===== src/rtl/alu_seq_ctrl.sv =====
// Four-cycle instruction sequencer and 8x16 register file in front of the 16-bit combinational ALU.
// Optional feature macro ALU_SEQ_ILLEGAL_TRAP_EN: an illegal op index parks the FSM in HALT until reset.
module alu_seq_ctrl #(
    parameter int unsigned NREGS   = 8,
    parameter logic [4:0]  RST_PSR = 5'b00000
) (
    input  logic        clk,
    input  logic        rst_n,
    input  logic        instr_valid,
    output logic        instr_ready,
    input  logic [15:0] instr,
    output logic [7:0]  alu_opcode,
    output logic [15:0] alu_a,
    output logic [15:0] alu_b,
    input  logic [15:0] alu_c,
    input  logic [4:0]  alu_flags,
    output logic [4:0]  psr,
    output logic        done,
    output logic        illegal,
    input  logic [2:0]  dbg_addr,
    output logic [15:0] dbg_data
);

    localparam int unsigned IDX_W  = 3;
    localparam int unsigned DATA_W = 16;
    localparam int unsigned FLAG_W = 5;
    localparam int unsigned OP_W   = 8;
    localparam int unsigned K_W    = 5;

    localparam logic [OP_W-1:0] OPC_NOP = 8'hB0;

    localparam logic [K_W-1:0] K_ADDI   = 5'd1;
    localparam logic [K_W-1:0] K_ADDUI  = 5'd3;
    localparam logic [K_W-1:0] K_ADDCUI = 5'd6;
    localparam logic [K_W-1:0] K_ADDCI  = 5'd7;
    localparam logic [K_W-1:0] K_SUBI   = 5'd9;
    localparam logic [K_W-1:0] K_CMP    = 5'd10;
    localparam logic [K_W-1:0] K_CMPI   = 5'd11;
    localparam logic [K_W-1:0] K_LSHI   = 5'd17;
    localparam logic [K_W-1:0] K_RSHI   = 5'd19;
    localparam logic [K_W-1:0] K_NOP    = 5'd22;

    typedef enum logic [2:0] {
        S_IDLE,
        S_DECODE,
        S_EXEC,
        S_WB,
        S_HALT
    } state_t;

    state_t                r_state;
    state_t                w_state_nxt;
    logic [15:0]           r_instr;
    logic [OP_W-1:0]       r_opcode;
    logic [DATA_W-1:0]     r_a;
    logic [DATA_W-1:0]     r_b;
    logic [DATA_W-1:0]     r_c;
    logic [FLAG_W-1:0]     r_flags;
    logic [FLAG_W-1:0]     r_psr;
    logic                  r_ready;
    logic                  r_done;
    logic                  r_illegal;
    logic [DATA_W-1:0]     r_regs [NREGS];

    logic                  w_ready_nxt;
    logic                  w_done_nxt;
    logic                  w_illegal_nxt;
    logic                  w_load_instr;
    logic                  w_load_ops;
    logic                  w_capture;
    logic                  w_wb;

    logic [K_W-1:0]        w_k;
    logic [IDX_W-1:0]      w_rd;
    logic [IDX_W-1:0]      w_rs;
    logic [7:0]            w_imm;
    logic                  w_legal;
    logic                  w_wr_en;
    logic                  w_psr_en;
    logic [DATA_W-1:0]     w_b_sel;

    assign w_k   = r_instr[15:11];
    assign w_rd  = r_instr[10:8];
    assign w_rs  = r_instr[7:5];
    assign w_imm = r_instr[7:0];

    assign w_legal  = (w_k <= K_NOP);
    assign w_wr_en  = w_legal && (w_k != K_CMP) && (w_k != K_CMPI) && (w_k != K_NOP);
    assign w_psr_en = w_legal && (w_k != K_NOP);

    // Operand B: register, sign/zero-extended immediate, or 4-bit shift amount
    always_comb begin
        w_b_sel = r_regs[w_rs];
        case (w_k)
            K_ADDI, K_ADDCI, K_SUBI, K_CMPI: w_b_sel = {{8{w_imm[7]}}, w_imm};
            K_ADDUI, K_ADDCUI:               w_b_sel = {8'h00, w_imm};
            K_LSHI, K_RSHI:                  w_b_sel = {12'h000, w_imm[3:0]};
            default:                         w_b_sel = r_regs[w_rs];
        endcase
    end

    always_ff @(posedge clk or negedge rst_n) begin
        if (!rst_n) r_state <= S_IDLE;
        else        r_state <= w_state_nxt;
    end

    always_comb begin
        w_state_nxt   = r_state;
        w_ready_nxt   = 1'b0;
        w_done_nxt    = 1'b0;
        w_illegal_nxt = 1'b0;
        w_load_instr  = 1'b0;
        w_load_ops    = 1'b0;
        w_capture     = 1'b0;
        w_wb          = 1'b0;
        case (r_state)
            S_IDLE: begin
                w_ready_nxt = 1'b1;
                if (instr_valid && r_ready) begin
                    w_state_nxt  = S_DECODE;
                    w_ready_nxt  = 1'b0;
                    w_load_instr = 1'b1;
                end
            end
            S_DECODE: begin
                w_state_nxt = S_EXEC;
                w_load_ops  = 1'b1;
            end
            S_EXEC: begin
                w_state_nxt   = S_WB;
                w_capture     = 1'b1;
                w_done_nxt    = w_legal;
                w_illegal_nxt = !w_legal;
            end
            S_WB: begin
                w_wb = 1'b1;
`ifdef ALU_SEQ_ILLEGAL_TRAP_EN
                if (w_legal) begin
                    w_state_nxt = S_IDLE;
                    w_ready_nxt = 1'b1;
                end else begin
                    w_state_nxt = S_HALT;
                end
`else
                w_state_nxt = S_IDLE;
                w_ready_nxt = 1'b1;
`endif
            end
            S_HALT:  w_state_nxt = S_HALT;
            default: w_state_nxt = S_IDLE;
        endcase
    end

    // Datapath and register file; reset aborts any in-flight instruction
    always_ff @(posedge clk or negedge rst_n) begin
        if (!rst_n) begin
            r_instr   <= '0;
            r_opcode  <= OPC_NOP;
            r_a       <= '0;
            r_b       <= '0;
            r_c       <= '0;
            r_flags   <= '0;
            r_psr     <= RST_PSR;
            r_ready   <= 1'b0;
            r_done    <= 1'b0;
            r_illegal <= 1'b0;
            for (int i = 0; i < NREGS; i++) r_regs[IDX_W'(i)] <= '0;
        end else begin
            r_ready   <= w_ready_nxt;
            r_done    <= w_done_nxt;
            r_illegal <= w_illegal_nxt;
            if (w_load_instr) r_instr <= instr;
            if (w_load_ops) begin
                r_opcode <= w_legal ? {w_k, 3'b000} : OPC_NOP;
                r_a      <= r_regs[w_rd];
                r_b      <= w_b_sel;
            end
            if (w_capture) begin
                r_c     <= alu_c;
                r_flags <= alu_flags;
            end
            if (w_wb && w_wr_en)  r_regs[w_rd] <= r_c;
            if (w_wb && w_psr_en) r_psr        <= r_flags;
        end
    end

    assign instr_ready = r_ready;
    assign alu_opcode  = r_opcode;
    assign alu_a       = r_a;
    assign alu_b       = r_b;
    assign psr         = r_psr;
    assign done        = r_done;
    assign illegal     = r_illegal;
    assign dbg_data    = r_regs[dbg_addr];

endmodule


===== config.mk =====
export PLATFORM = sky130hd
export DESIGN_NAME = alu_seq_ctrl
export DESIGN_NICKNAME = d
export VERILOG_FILES = /design/src/rtl/alu_seq_ctrl.sv
export SDC_FILE = /design/constraint.sdc
export NUM_CORES = 1
export LEC_CHECK = 0
export BUFFER_PORTS_ARGS = -buffer_cell sky130_fd_sc_hd__buf_4
export CORE_MARGIN = 2
export CORE_UTILIZATION = 30
export CTS_CLUSTER_SIZE = 20
export DETAILED_ROUTE_END_ITERATION = 10
export SLEW_MARGIN = 30
export SYNTH_ARGS = -nofsm -noshare
export SYNTH_HDL_FRONTEND = slang
export SYNTH_SLANG_ARGS = --single-unit

===== constraint.sdc =====
create_clock -name clk -period 3.02 [get_ports clk]
set_clock_uncertainty 0.15 [all_clocks]
set_input_delay 0.151 -clock clk [delete_from_list [all_inputs] [get_ports clk]]
set_output_delay 0.151 -clock clk [all_outputs]
set_load 0.02 [all_outputs]

# Word level (Yosys, flattened, before mapping)
# Index checks and enable logic that the tools add are counted.
[classes] magnitude_cmp=5 eq_ne=16 n_mux=25 bitwise_logic=3 reduce_logical=14
[op_table] op="$bmux 16 s3" count=3
[op_table] op="$bwmux 128" count=1
[op_table] op="$mux 16" count=7
[op_table] op="$demux 16 s3" count=1
[op_table] op="$pmux 16 s3" count=1
[op_table] op="$ge 4x4->1 const B" count=3
[op_table] op="$not 3->4" count=3
[op_table] op="$pmux 3 s4" count=1
[op_table] op="$eq 5x3->1 const B" count=2
[op_table] op="$eq 5x4->1 const B" count=2
[op_table] op="$eq 5x5->1 const B" count=2
[op_table] op="$ne 5x4->1 const B" count=2
[op_table] op="$logic_and 1x1->1" count=8
[op_table] op="$mux 1" count=8
[op_table] op="$mux 8" count=1
[op_table] op="$eq 3x2->1 const B" count=2
[op_table] op="$eq 5x1->1 const B" count=1
[op_table] op="$eq 5x2->1 const B" count=1
[op_table] op="$le 5x5->1 const B" count=1
[op_table] op="$ne 5x5->1 const B" count=1
[op_table] op="$lt 4x1->1 const B" count=1
[op_table] op="$reduce_or 2->1" count=2
[op_table] op="$reduce_or 4->1" count=1
[op_table] op="$eq 3x1->1 const B" count=1
[op_table] op="other kinds (7)" count=7
[totals] reg_bits=216 word_cells=82

# Logic depth before layout (Yosys ltp)
[logic_depth] word_depth=6 mapped_depth=7 mapped_depth_nobuf=4

# Least setup slack after synthesis
# No wires, ideal clock.
[synth_timing] path_kind="register to register" start="register r_instr[13]" end="register r_regs[32] in the netlist's numbering, enable pin" setup_ps=413 arrival_ps=2570 required_time_ps=2457 path_slack_ps=-113 path_stages_with_launch=6 path_buffers=1 period_less_slack_ps=3133 path_cell_list="dfrtp_1 > buf_6 > a21o_1 > a21oi_4 > nand4_1 > nor3b_1"
[synth_via] elab_chain_len=6 elab_cells_between_ends=9
[synth_rtl] item="start, declared" line_no="53" rtl="logic [15:0] r_instr;"
[synth_rtl] item="start signal, assigned" line_no="172" rtl="if (w_load_instr) r_instr <= instr;"
[synth_rtl] item="$le 5x5->1 / $ne 5x4->1 (equally long branches)" line_no="87, 88"
[synth_rtl] item="$logic_and 1x1->1 (2 in series)" line_no="88" rtl="assign w_wr_en = w_legal && (w_k != K_CMP) && (w_k != K_CMPI) && (w_k != K_NOP);"
[synth_rtl] item="$logic_and 1x1->1 (*)" line_no="88"
[synth_rtl] item="$logic_and 1x1->1 (*)" line_no="182" rtl="if (w_wb && w_wr_en) r_regs[w_rd] <= r_c;"
[synth_rtl] item="$reduce_and 2->1 (no line) (*)"
[synth_rtl] item="end signal, assigned by index" line_no="182"
[synth_rtl] item="end, declared" line_no="63" rtl="logic [DATA_W-1:0] r_regs [NREGS];"
# Mark *: on every way between the ends. The rest lies on a longest branch, timed or not.
# A chain may end at the register's enable or synchronous reset.

# Worst setup path after layout
[layout_timing] start="register r_instr[6]" end="register r_b[2], in the netlist alu_b[2]"
[layout_via] elab_chain_len=5
[layout_rtl] item="$not 3->4 (implied by the code)" line_no="98" rtl="default: w_b_sel = r_regs[w_rs];"
[layout_rtl] item="$bmux 16 s3" line_no="98"
[layout_rtl] item="$mux 16 (implied by the code) (2 in series)" line_no="98"
[layout_rtl] item="$pmux 16 s3" line_no="94" rtl="case (w_k)"
[layout_rtl] item="end signal, assigned" line_no="176" rtl="r_b <= w_b_sel;"
[layout_rtl] item="end, declared" line_no="56" rtl="logic [DATA_W-1:0] r_b;"
# No other way between the ends. The select of a mux whose other input is x is not followed.

==> impl_metrics.toml <==
[clocking]
clk_pin_slew_ps = 60
htree_levels = 1
cts_buffer_depth = 3
clk_latency_ps = 520
cts.sinks = 213
cts_tree = "yes"
cts_resized = 0
root_buffer = "clkbuf_16"
numCtsBuffers = 23

[die]
core_sq_um = 35300
die_w_um = 193
die_area_sq_um = 37200
die_h_um = 193
start_util_pct = 30.3
rows = 69
io_pins = 107

[cells_and_area]
nets = 867
design_area_sq_um = 13200
areaGrowthSynthToFinish_pct = 23.9
layout-drive-gt1-share_pct = 46.3
final_core_util_pct = 37.5
n_antenna_cell = 0
instances_no_fill = 1302

[routing]
drc = 0
drt_iter0_drc = 514
drt-pass1-iter-count = 5
wl_per_cell_um = 21.6
antenna_left = 0
vias = 6614
wirelength_um = 28100
drt-vias-per-instance = 5.08

[synth]
syn_area_sq_um = 10700
synth-seq-cells = 213
yosys_warnings = 0
synth-edff-count = 64
synthDistinctLibCells = 41
synth.largest_area_cell = "dfrtp_1"
netlist_top_cells_area = "dfrtp_1 34%, mux4_2 20%, edfxtp_1 18%"
avgSynthCellArea_sq_um = 15.7
ys_seq_area_share_pct = 52.9
ys_async_sr_fraction_pct = 70.0
synth_cells = 679
yosys_most_used_dff = "dfrtp_1"
yosys.area.top_type_share_pct = 34.2

[setup_path]
path_common_cell = "buf_4"
endpoint_kind = "register"
crit_required_ps = 3230
crit_chain = "buf_4 > buf_4 > mux4_2 > mux2i_1 > o21ai_0"
crit_type = "reg2reg"
arrival_ps = 2600
slowest_stage = "mux4_2"
path_buf_inv = 2
cp_max_fo = 24
startpoint_type = "register"
cp_slowest_stage_delay_ps = 520
cp_top_family = "multiplexers"

[sta]
period_share_pct = 79.2
layout_setup_ws_ps = 629
relSlewSlack_pct = 42.8
fin_tns_setup_ps = 0
slew_violations = 0
grt_setup_unrepaired = "no"
hold_viol = 0
worstMarginPinSlew_ps = 858
setup_viol = 0
min_period_ps = 2390
whs_ps = 221
fmax_mhz = 418

[global_route]
overflow = 0
grt_pass1_vias = 6740
antenna_found_initial = 0
gr-usage-all-layers_pct = 15.3
grt_max_degree = 150
grt_pass1_wl_um = 42800

[power]
power_mw = 13.4
p_leak_nw = 5.58
power_density_nw_per_um2 = 1010
peakVddDrop_v = 0.000641

[placed_design]
pre_cts_ws_ps = 640
port_buffers = 103
gp_congestion = 0.766
hpwl_um = 18300
placed_cells = 1221
postPlaceCellArea_sq_um = 12100

[flow_run]
max_cap_viol_count = 0

[outcome]
status = "finished, final reports clean"

[hold_path]
min_path_type = "in2reg"
-- routing by layer --
| metal | up-vias | track usage (%) | share of wire (%) |
|---|---|---|---|
| met3 | 34 | 2.58 | 6.6 |
| met5 | - | 0 | 0 |
| li1 | 2923 | - | - |
| met2 | 219 | 24.6 | 46 |
| met1 | 3438 | 21.8 | 45 |
| met4 | 0 | 3.38 | 1.8 |
-- worst paths after layout --
path / cells past startpoint / slack [ps] / from / endpoint
worst max-delay path: 5 / 630 / r_instr[6] / alu_b[2]
worst min-delay path: 4 / 220 / alu_c[11] / r_c[11]
worst max register to register: 5 / 630 / r_instr[6] / alu_b[2]
worst min register to register: 2 / 320 / r_flags[3] / r_flags[3]
max in group asynchronous: 3 / 1860 / rst_n / r_instr[6]
min in group asynchronous: 3 / 240 / rst_n / alu_b[4]
-- registers in the layout (all words and copies together) (netlist names) --
signal       flops
r_regs         128
alu_a           16
alu_b           16
r_c             16
r_instr         16
alu_opcode       5
psr              5
r_flags          5
r_state          3
done             1
illegal          1
instr_ready      1
-- cell type report --
| class | count | area (sq um) |
|---|---|---|
| Tap cell | 461 | 577 |
| Inverter | 2 | 7.51 |
| Fill cell | 3313 | 22100 |
| Clock inverter | 12 | 171 |
| Timing Repair Buffer | 172 | 1460 |
| Multi-Input combinational cell | 412 | 4760 |
| Clock buffer | 30 | 612 |
| Sequential cell | 213 | 5660 |
-- timing repair --
action                                 CTS  global route
hold buffers                            39             0
buffers inserted                         0             0
endpoints found under the hold margin  185             0
-- power by group --
part	leakage [nW]	internal (mW)	switching [mW]	total (mW)
sequential	2.48	3.99	1.08	5.08
combinational	2.72	2.86	2.50	5.36
clock	0.375	1.78	1.16	2.94
total	5.58	8.63	4.74	13.4
-- synth_stat cells (2+ instances only) --
cell type and n:
a21o_1 2, a21oi_1 4, a221o_1 9, a22oi_1 7
buf_1 7, buf_2 18, buf_4 3, buf_6 7
clkbuf_1 19, dfrtp_1 146, dfstp_2 3, edfxtp_1 64
inv_1 2, mux2_2 77, mux2_4 30, mux2i_1 25
mux4_2 96, nand2_1 93, nand3_1 3, nand3b_1 3
nand4_1 2, nand4b_4 2, nor2_1 6, nor3_1 2
nor3b_1 4, o21ai_0 28, or3b_2 3
-- cells by family after synthesis --
| family | Yosys count | synth area share [%] |
|---|---|---|
| muxes | 228 | 34.9 |
| DFF | 213 | 52.9 |
| and+or+nand+nor | 126 | 5.81 |
| buffers and inverters | 56 | 2.77 |
| AOI/OAI and AO/OA | 55 | 3.58 |
| other | 1 | 0.0351 |
-- placed cells by master (no fill, tap or decap), drive strengths merged, types with 4 or more instances in the layout --
cell type / count
mux2: 107
dfrtp: 146
nor2: 6
bufinv: 4
edfxtp: 64
mux2i: 25
a221o: 9
mux4: 96
o21ai: 28
clkbuf: 30
nand3: 4
clkinv: 4
a21oi: 5
buf: 133
nor3b: 4
a22oi: 7
nand2: 93
dlygate4sd3: 39
-- worst register-to-register path, delay by kind of cell (launching register included) --
kind | cells | cell delay [ps]
buffers and inverters | 2 | 780
multiplexers | 2 | 860
AO/OA/AOI/OAI | 1 | 130
flip-flops | 1 | 340
(Power assumes the default switching activity.)
